File: src/rtl/stack_arbiter_if.sv
// Request/acknowledge bus between the two stack requesters and stack_arbiter.
// The arbiter uses the slave modport; the requesters use the master modport.
interface stack_arbiter_if #(
    parameter int WIDTH = 8,
    parameter int AW    = 4
);
    logic             a_req;
    logic             a_op;
    logic [WIDTH-1:0] a_wdata;
    logic             a_ack;
    logic             b_req;
    logic             b_op;
    logic [WIDTH-1:0] b_wdata;
    logic             b_ack;
    logic [WIDTH-1:0] rdata;
    logic             err;
    logic [AW:0]      count;
    logic             full;
    logic             empty;
    logic             done;

    modport master (
        output a_req, a_op, a_wdata, b_req, b_op, b_wdata,
        input  a_ack, b_ack, rdata, err, count, full, empty, done
    );

    modport slave (
        input  a_req, a_op, a_wdata, b_req, b_op, b_wdata,
        output a_ack, b_ack, rdata, err, count, full, empty, done
    );
endinterface

File: src/rtl/stack_arbiter.sv
// Round-robin two-port arbiter in front of a LIFO stack; one push/pop per
// IDLE -> EXEC -> RESP pass, with a one-cycle ack to the granted requester.
module stack_arbiter #(
    parameter int WIDTH = 8,
    parameter int DEPTH = 16,
    parameter int AW    = 4
) (
    input logic            clk,
    input logic            rst,
    stack_arbiter_if.slave bus
);
    typedef enum logic [1:0] {IDLE = 2'd0, EXEC = 2'd1, RESP = 2'd2} state_e;

    state_e           state_q, state_d;
    logic             last_q, last_d;     // 1: B was granted most recently
    logic             id_q, id_d;         // 1: current operation belongs to B
    logic             op_q, op_d;
    logic [WIDTH-1:0] wdata_q, wdata_d;
    logic [WIDTH-1:0] rdata_q, rdata_d;
    logic             err_q, err_d;
    logic [AW:0]      count_q, count_d;
    logic [WIDTH-1:0] mem_q [DEPTH];

    logic          mem_we;
    logic          is_full;
    logic          is_empty;
    logic          grant_b;
    logic [AW-1:0] rd_addr;

    assign is_full  = (count_q == (AW+1)'(DEPTH));
    assign is_empty = (count_q == '0);
    assign rd_addr  = AW'(count_q - 1'b1);
    assign grant_b  = bus.b_req && (!bus.a_req || !last_q);

    always_comb begin
        // NOTE: every variable gets a default first so no path leaves it unassigned (no latches).
        state_d = state_q;
        last_d  = last_q;
        id_d    = id_q;
        op_d    = op_q;
        wdata_d = wdata_q;
        rdata_d = rdata_q;
        err_d   = err_q;
        count_d = count_q;
        mem_we  = 1'b0;
        unique case (state_q)
            IDLE: begin
                if (bus.a_req || bus.b_req) begin
                    id_d    = grant_b;
                    last_d  = grant_b;
                    op_d    = grant_b ? bus.b_op : bus.a_op;
                    wdata_d = grant_b ? bus.b_wdata : bus.a_wdata;
                    state_d = EXEC;
                end
            end
            EXEC: begin
                state_d = RESP;
                rdata_d = '0;
                if (op_q) begin
                    if (is_full) begin
                        err_d = 1'b1;
                    end else begin
                        mem_we  = 1'b1;
                        count_d = count_q + 1'b1;
                        err_d   = 1'b0;
                    end
                end else if (is_empty) begin
                    err_d = 1'b1;
                end else begin
                    rdata_d = mem_q[rd_addr];
                    count_d = count_q - 1'b1;
                    err_d   = 1'b0;
                end
            end
            RESP:    state_d = IDLE;
            default: state_d = IDLE;
        endcase
    end

    // NOTE: state registers use non-blocking assignments so all flops update together at the edge.
    always_ff @(posedge clk) begin
        if (rst) begin
            state_q <= IDLE;
            last_q  <= 1'b1;
            id_q    <= 1'b0;
            op_q    <= 1'b0;
            wdata_q <= '0;
            rdata_q <= '0;
            err_q   <= 1'b0;
            count_q <= '0;
        end else begin
            state_q <= state_d;
            last_q  <= last_d;
            id_q    <= id_d;
            op_q    <= op_d;
            wdata_q <= wdata_d;
            rdata_q <= rdata_d;
            err_q   <= err_d;
            count_q <= count_d;
        end
    end

    // NOTE: storage has no reset; entries at or above count are never read, so it maps to plain RAM.
    always_ff @(posedge clk) begin
        if (mem_we) begin
            mem_q[count_q[AW-1:0]] <= wdata_q;
        end
    end

    assign bus.a_ack = (state_q == RESP) && !id_q;
    assign bus.b_ack = (state_q == RESP) && id_q;
    assign bus.rdata = (state_q == RESP) ? rdata_q : '0;
    assign bus.err   = (state_q == RESP) && err_q;
    assign bus.count = count_q;
    assign bus.full  = is_full;
    assign bus.empty = is_empty;
    assign bus.done  = (state_q == IDLE);
endmodule

File: src/flat_wrapper.sv
// flat-port wrapper written by rule: the top's interface ports become plain ports
module stack_arbiter_flat 
#(
    parameter int WIDTH = 8,
    parameter int DEPTH = 16,
    parameter int AW    = 4
)
  (clk, rst, bus_a_req, bus_a_op, bus_a_wdata, bus_b_req, bus_b_op, bus_b_wdata, bus_a_ack, bus_b_ack, bus_rdata, bus_err, bus_count, bus_full, bus_empty, bus_done);
  stack_arbiter_if #(.WIDTH(WIDTH), .AW(AW)) bus_i ();
  input logic clk;
  input logic rst;
  input wire logic [$bits(bus_i.a_req)-1:0] bus_a_req;
  input wire logic [$bits(bus_i.a_op)-1:0] bus_a_op;
  input wire logic [$bits(bus_i.a_wdata)-1:0] bus_a_wdata;
  input wire logic [$bits(bus_i.b_req)-1:0] bus_b_req;
  input wire logic [$bits(bus_i.b_op)-1:0] bus_b_op;
  input wire logic [$bits(bus_i.b_wdata)-1:0] bus_b_wdata;
  output wire logic [$bits(bus_i.a_ack)-1:0] bus_a_ack;
  output wire logic [$bits(bus_i.b_ack)-1:0] bus_b_ack;
  output wire logic [$bits(bus_i.rdata)-1:0] bus_rdata;
  output wire logic [$bits(bus_i.err)-1:0] bus_err;
  output wire logic [$bits(bus_i.count)-1:0] bus_count;
  output wire logic [$bits(bus_i.full)-1:0] bus_full;
  output wire logic [$bits(bus_i.empty)-1:0] bus_empty;
  output wire logic [$bits(bus_i.done)-1:0] bus_done;
  assign bus_i.a_req = bus_a_req;
  assign bus_i.a_op = bus_a_op;
  assign bus_i.a_wdata = bus_a_wdata;
  assign bus_i.b_req = bus_b_req;
  assign bus_i.b_op = bus_b_op;
  assign bus_i.b_wdata = bus_b_wdata;
  assign bus_a_ack = bus_i.a_ack;
  assign bus_b_ack = bus_i.b_ack;
  assign bus_rdata = bus_i.rdata;
  assign bus_err = bus_i.err;
  assign bus_count = bus_i.count;
  assign bus_full = bus_i.full;
  assign bus_empty = bus_i.empty;
  assign bus_done = bus_i.done;
  stack_arbiter #(.WIDTH(WIDTH), .DEPTH(DEPTH), .AW(AW)) u_core (.clk(clk), .rst(rst), .bus(bus_i));
endmodule
File: config.mk
export PLATFORM = sky130hd
export DESIGN_NAME = stack_arbiter_flat
export DESIGN_NICKNAME = d
export VERILOG_FILES = /design/src/rtl/stack_arbiter_if.sv /design/src/rtl/stack_arbiter.sv /design/src/flat_wrapper.sv
export SDC_FILE = /design/constraint.sdc
export NUM_CORES = 1
export LEC_CHECK = 0
export BUFFER_PORTS_ARGS = -buffer_cell sky130_fd_sc_hd__buf_4
export CAP_MARGIN = 5
export CELL_PAD_IN_SITES_DETAIL_PLACEMENT = 1
export CELL_PAD_IN_SITES_GLOBAL_PLACEMENT = 2
export CORE_MARGIN = 5
export CORE_UTILIZATION = 35
export CTS_CLUSTER_SIZE = 16
export DETAILED_ROUTE_END_ITERATION = 10
export PLACE_DENSITY_LB_ADDON = 0.08
export SYNTH_ARGS = -nofsm -noshare
export SYNTH_HDL_FRONTEND = slang
export SYNTH_SLANG_ARGS = --single-unit
File: constraint.sdc
create_clock -name clk -period 2.85 [get_ports clk]
set_input_delay 0 -clock clk [delete_from_list [all_inputs] [get_ports clk]]
set_output_delay 0 -clock clk [all_outputs]
set_load 0.01 [all_outputs]
# Yosys cells after proc, flatten, opt, wreduce, memory -nomap -nowiden
# Memories as Yosys holds them, arrays and structs flattened.
# Index checks and enable logic that the tools add are counted.
# op_classes
muxes	18
n_reduce_logical	13
n_addsub	2
n_eq_ne	6
# op_table
operator	n
$mux 8	4
$mux 5	3
$mux 1	9
$add 5x1->5 const B	1
$eq 5x5->1 const B	1
$logic_not 5->1	1
$sub 5x1->5 const B	1
$logic_and 1x1->1	4
$ne 2x1->1 const B	2
$pmux 2 s2	1
$logic_not 1->1	3
$reduce_and 3->1	1
$eq 2x1->1 const B	1
$eq 2x2->1 const B	1
$logic_not 2->1	1
$logic_or 1x1->1	2
$mux 2	1
$ne 2x2->1 const B	1
$reduce_and 2->1	1
# totals
out_inout_bits	19
inputBits	22
register_bits	27
wordCells	48
mem_bits_rw	128
mem_count	1
# mem_list
name	words	word_bits	read_ports	rd_ports_with_merged_regs	wr	line	source
u_core.mem_q	16	8	1	0	1	stack_arbiter.sv:22	logic [WIDTH-1:0] mem_q [DEPTH];

# Logic depth before layout (Yosys ltp)
# logic_depth
ltp_word	6
ltp_mapped	10
depth_no_buf	7

# Worst setup path before layout
# OpenSTA, ideal clock, no wires.
# synth_path
path_kind	flip-flop to flip-flop
startpoint	register u_core.count_q[0] (netlist: u_core.bus.count[0])
endpoint	register u_core.rdata_q[4]
setup_slack_ps	303
period_less_slack_ps	2547
arrival_ps	2422
stages_incl_launch_ff	11
n_path_buf	4
setup_ps	125
t_required_ps	2725
cell_sequence	dfxtp_1 -> buf_6 -> buf_6 -> inv_1 -> ha_1 -> buf_2 -> clkbuf_1 -> mux4_2 -> nor3b_1 -> nor4_1 -> o21ai_1
# synth_via
elab_chain_cells	4
elab_cells_between_ends	5
cone_classes	add/sub (1); mux (2); reduce/logical (1); memory (1)
# synth_lines
item	line	source
start, declared	stack_arbiter.sv:21	logic [AW:0] count_q, count_d;
start signal, assigned	stack_arbiter.sv:99	count_q <= count_d;
$sub 5x1->5	stack_arbiter.sv:32	assign rd_addr = AW'(count_q - 1'b1);
$mem_v2 16x8	-	
$mux 8 (*)	stack_arbiter.sv:67	end else if (is_empty) begin
$mux 8 (*)	stack_arbiter.sv:59	if (op_q) begin
end signal, assigned	stack_arbiter.sv:97	rdata_q <= rdata_d;
end, declared	stack_arbiter.sv:19	logic [WIDTH-1:0] rdata_q, rdata_d;
# Mark *: on every way between the ends. The rest lies on a longest branch, timed or not.
# A chain may end at the register's enable or synchronous reset.

# Final worst setup path
# layout_path
startpoint	register u_core.count_q[1] (netlist: u_core.bus.count[1])
endpoint	register u_core.rdata_q[6]
# Same word-level chain as after synthesis.

==> results.cfg <==
[routing]
wl_mm = 15.9
ant_nets = 0
drtPass1Iterations = 4
first_iter_violations = 219
drcViolationCount = 0
drt-wirelength-per-cell_um = 22.5
drt-vias-per-instance = 5.08
vias = 3593

[die]
io_pins = 41
rows = 49
die_area_sq_um = 21200
fp.dieH_um = 146
core-area_sq_um = 18000
die_w_um = 146
start_util = 0.357

[grt]
grt_usage = 0.154
grt_pass1_vias = 3772
grt_pass1_wl_mm = 24.1
grt_max_degree = 42
grt_overflow = 0
antenna_found_initial = 0

[worst_setup_path]
path_class = flip-flop to flip-flop
r2r_start = u_core.bus.count[1]
cp.required_ps = 3140
critPathLaunch = u_core.bus.count[1]
worstPathArrival_ps = 2810
rr_endpoint = u_core.rdata_q[6]
r2r_cells = 7
crit_fanout = 10
reg2reg_slack_ps = 330
end_kind = flip-flop
critPathLaunchType = flip-flop

[timing]
drv_slew = 0
setup_violations = 0
worstMarginPinSlew_ps = 998
skew_ps = 8.06
finalWorstSetupSlack_ps = 327
clock.fmax_mhz = 396
slew_headroom = 0.333
min_period_ps = 2520
finalHoldViolCount = 0
finalSetupTns_ps = 0
period_share = 0.885
grt_setup_unrepaired = no
fin_hold_ws_ps = 450

[synthesis]
synth_largest_area_cell = edfxtp_1
synth_top_area_frac = 0.598
yosysSeqAreaShare = 0.682
synth.distinct_cells = 42
syn_area_per_cell_sq_um = 16.5
synth.area.top_cells = edfxtp_1, mux4_2, dfxtp_1
synth_fp_nets = 417
synthesis.area_sq_um = 6430
syn_inst = 390
synth-seq-cells = 155
yosys_warnings = 0

[final_layout]
ff_latch_area_sq_um = 4390
drive_gt1_frac = 0.254
syn_to_final_growth_pct = 21.9
fillerInstances = 1817
multiInputGateArea_sq_um = 1930
nets = 491

[run_status]
status = finished clean

[power_and_ir_drop]
cellLeakagePower_uw = 0.00260
power_density_nw_per_um2 = 775
peakVddDrop_mv = 0.434
totalPowerFinal_uw = 6070

[min_path]
whs_endpoint = u_core.rdata_q[7]
hp-class = flip-flop to flip-flop
min_delay_path_depth = 2
hold_start = u_core.rdata_q[7]

[placement]
numPortBuffers = 40
dp_hpwl_mm = 10.8
gp_congestion = 0.727
post-place-ws_ps = 342

[cts]
cts.sinks = 155
numCtsBuffers = 17
htreeDepth = 4
tritoncts = built
cts.path.max_buffers = 2
insertion_delay_ps = 420
clk_pin_slew_ps = 60
clk_root_buffer_cell = clkbuf_16

[flow_run]
max_cap_viol_count = 0
-- routing by layer --
layer,routed length [um],vias up,track usage
met5,0,-,0
met4,191,0,0.0518
met3,632,17,0.0321
met2,7580,78,0.238
met1,7510,1816,0.219
li1,-,1682,-
-- stage by stage --
stage | instance area [sq um] | utilization | instances
2_1_floorplan | 6430 | - | 390
3_3_place_gp | 7020 | 0.389 | 651
3_5_place_dp | 7020 | 0.389 | 651
4_1_cts | 7830 | 0.434 | 706
5_1_grt | 7830 | 0.434 | 706
6_report | 7830 | 0.434 | 707
-- registers in the layout (all words and copies together), names as in the netlist --
signal,flops
u_core.bus.count,5
u_core.err_q,1
u_core.id_q,1
u_core.last_q,1
u_core.mem_q,128
u_core.op_q,1
u_core.rdata_q,8
u_core.state_q,2
u_core.wdata_q,8
-- repair_timing --
| item | in CTS | in global routing |
|---|---|---|
| hold endpoints to repair | 19 | 0 |
| hold buffers | 23 | 0 |
| buffers inserted | 0 | 0 |
| gates resized for setup | 0 | 0 |
-- synthesized netlist by cell type --
cell       number
edfxtp_1      128
mux4_2         32
nor3b_1        32
nor2_1         28
dfxtp_1        27
and2_1         25
nand2_1        13
a211oi_1        9
buf_2           9
mux2i_1         9
o21ai_1         9
nor4_1          8
clkbuf_1        7
ha_1            5
nor2b_1         5
nor3_1          5
xnor2_1         5
a21oi_1         3
inv_1           3
a211oi_4        2
a21boi_1        2
a31oi_1         2
buf_6           2
o31a_1          2
a2111oi_0       1
a22oi_1         1
a41o_1          1
and3_1          1
buf_4           1
inv_2           1
mux2_2          1
nand2b_1        1
nand4_1         1
nor4_2          1
nor4b_1         1
nor4b_2         1
o21a_1          1
o31ai_1         1
or2_1           1
or2_4           1
or4_1           1
xor2_1          1
-- placed cells by master (no fill, tap or decap), types with 2 or more instances in the layout --
master	count
and2_1	25
a21oi_1	3
clkinv_2	3
dlygate4sd3_1	23
mux4_2	32
a211oi_4	2
clkinvlp_4	2
ha_1	5
nor4_1	8
o31a_1	2
nor3_1	5
mux2i_1	9
clkbuf_16	17
xnor2_1	5
inv_4	3
o21ai_1	9
nand2_1	13
clkbuf_1	2
nor2_1	28
dfxtp_1	26
a211oi_1	9
buf_12	2
clkbuf_8	2
nor2b_1	5
a31oi_1	2
a21boi_1	2
nor3b_1	32
bufinv_16	2
edfxtp_1	128
inv_1	3
buf_4	49
-- layout make-up --
class / count / share of cell area
multi-input cells: 212 / 0.246
repair buffers: 74 / 0.0815
flip-flops and latches: 155 / 0.560
diodes: 1 / 0.000320
clock inverters: 11 / 0.0150
clock buffers: 21 / 0.0588
inverters: 4 / 0.00192
well taps: 229 / 0.0366
-- worst max-delay path by stage --
stage	endpoint	cells past startpoint
after CTS	u_core.rdata_q[6]	7
final	u_core.rdata_q[6]	7
after floorplan	u_core.rdata_q[4]	10
after global placement	u_core.mem_q[8][5]	3
after global routing	u_core.rdata_q[6]	7
after detailed placement	u_core.rdata_q[6]	7
-- cells by family after synthesis --
kind of cell / count (synthesis) / share of synthesized area
multiplexers: 42 / 0.128
AO/OA/AOI/OAI: 34 / 0.0395
adder cells (fa/ha/maj): 5 / 0.00974
buffers and inverters: 23 / 0.0181
flip-flops: 155 / 0.682
AND/OR/NAND/NOR: 125 / 0.114
XOR/XNOR: 6 / 0.00818
-- where the power goes --
| part | internal (uW) | switching (uW) | total (uW) |
|---|---|---|---|
| registers | 2540 | 129 | 2670 |
| clock network | 1330 | 873 | 2210 |
| logic | 565 | 627 | 1190 |
| total | 4440 | 1630 | 6070 |
-- worst max-delay path, cell delays in order, from the launching register on --
cell and delay [ps]:
dfxtp_1 540, inv_1 170, ha_1 350, nor2b_1 250, a211oi_4 510, nor3b_1 110, nor4_1 360, o21ai_1 100
Note: power is estimated with default switching activity, not from simulation.
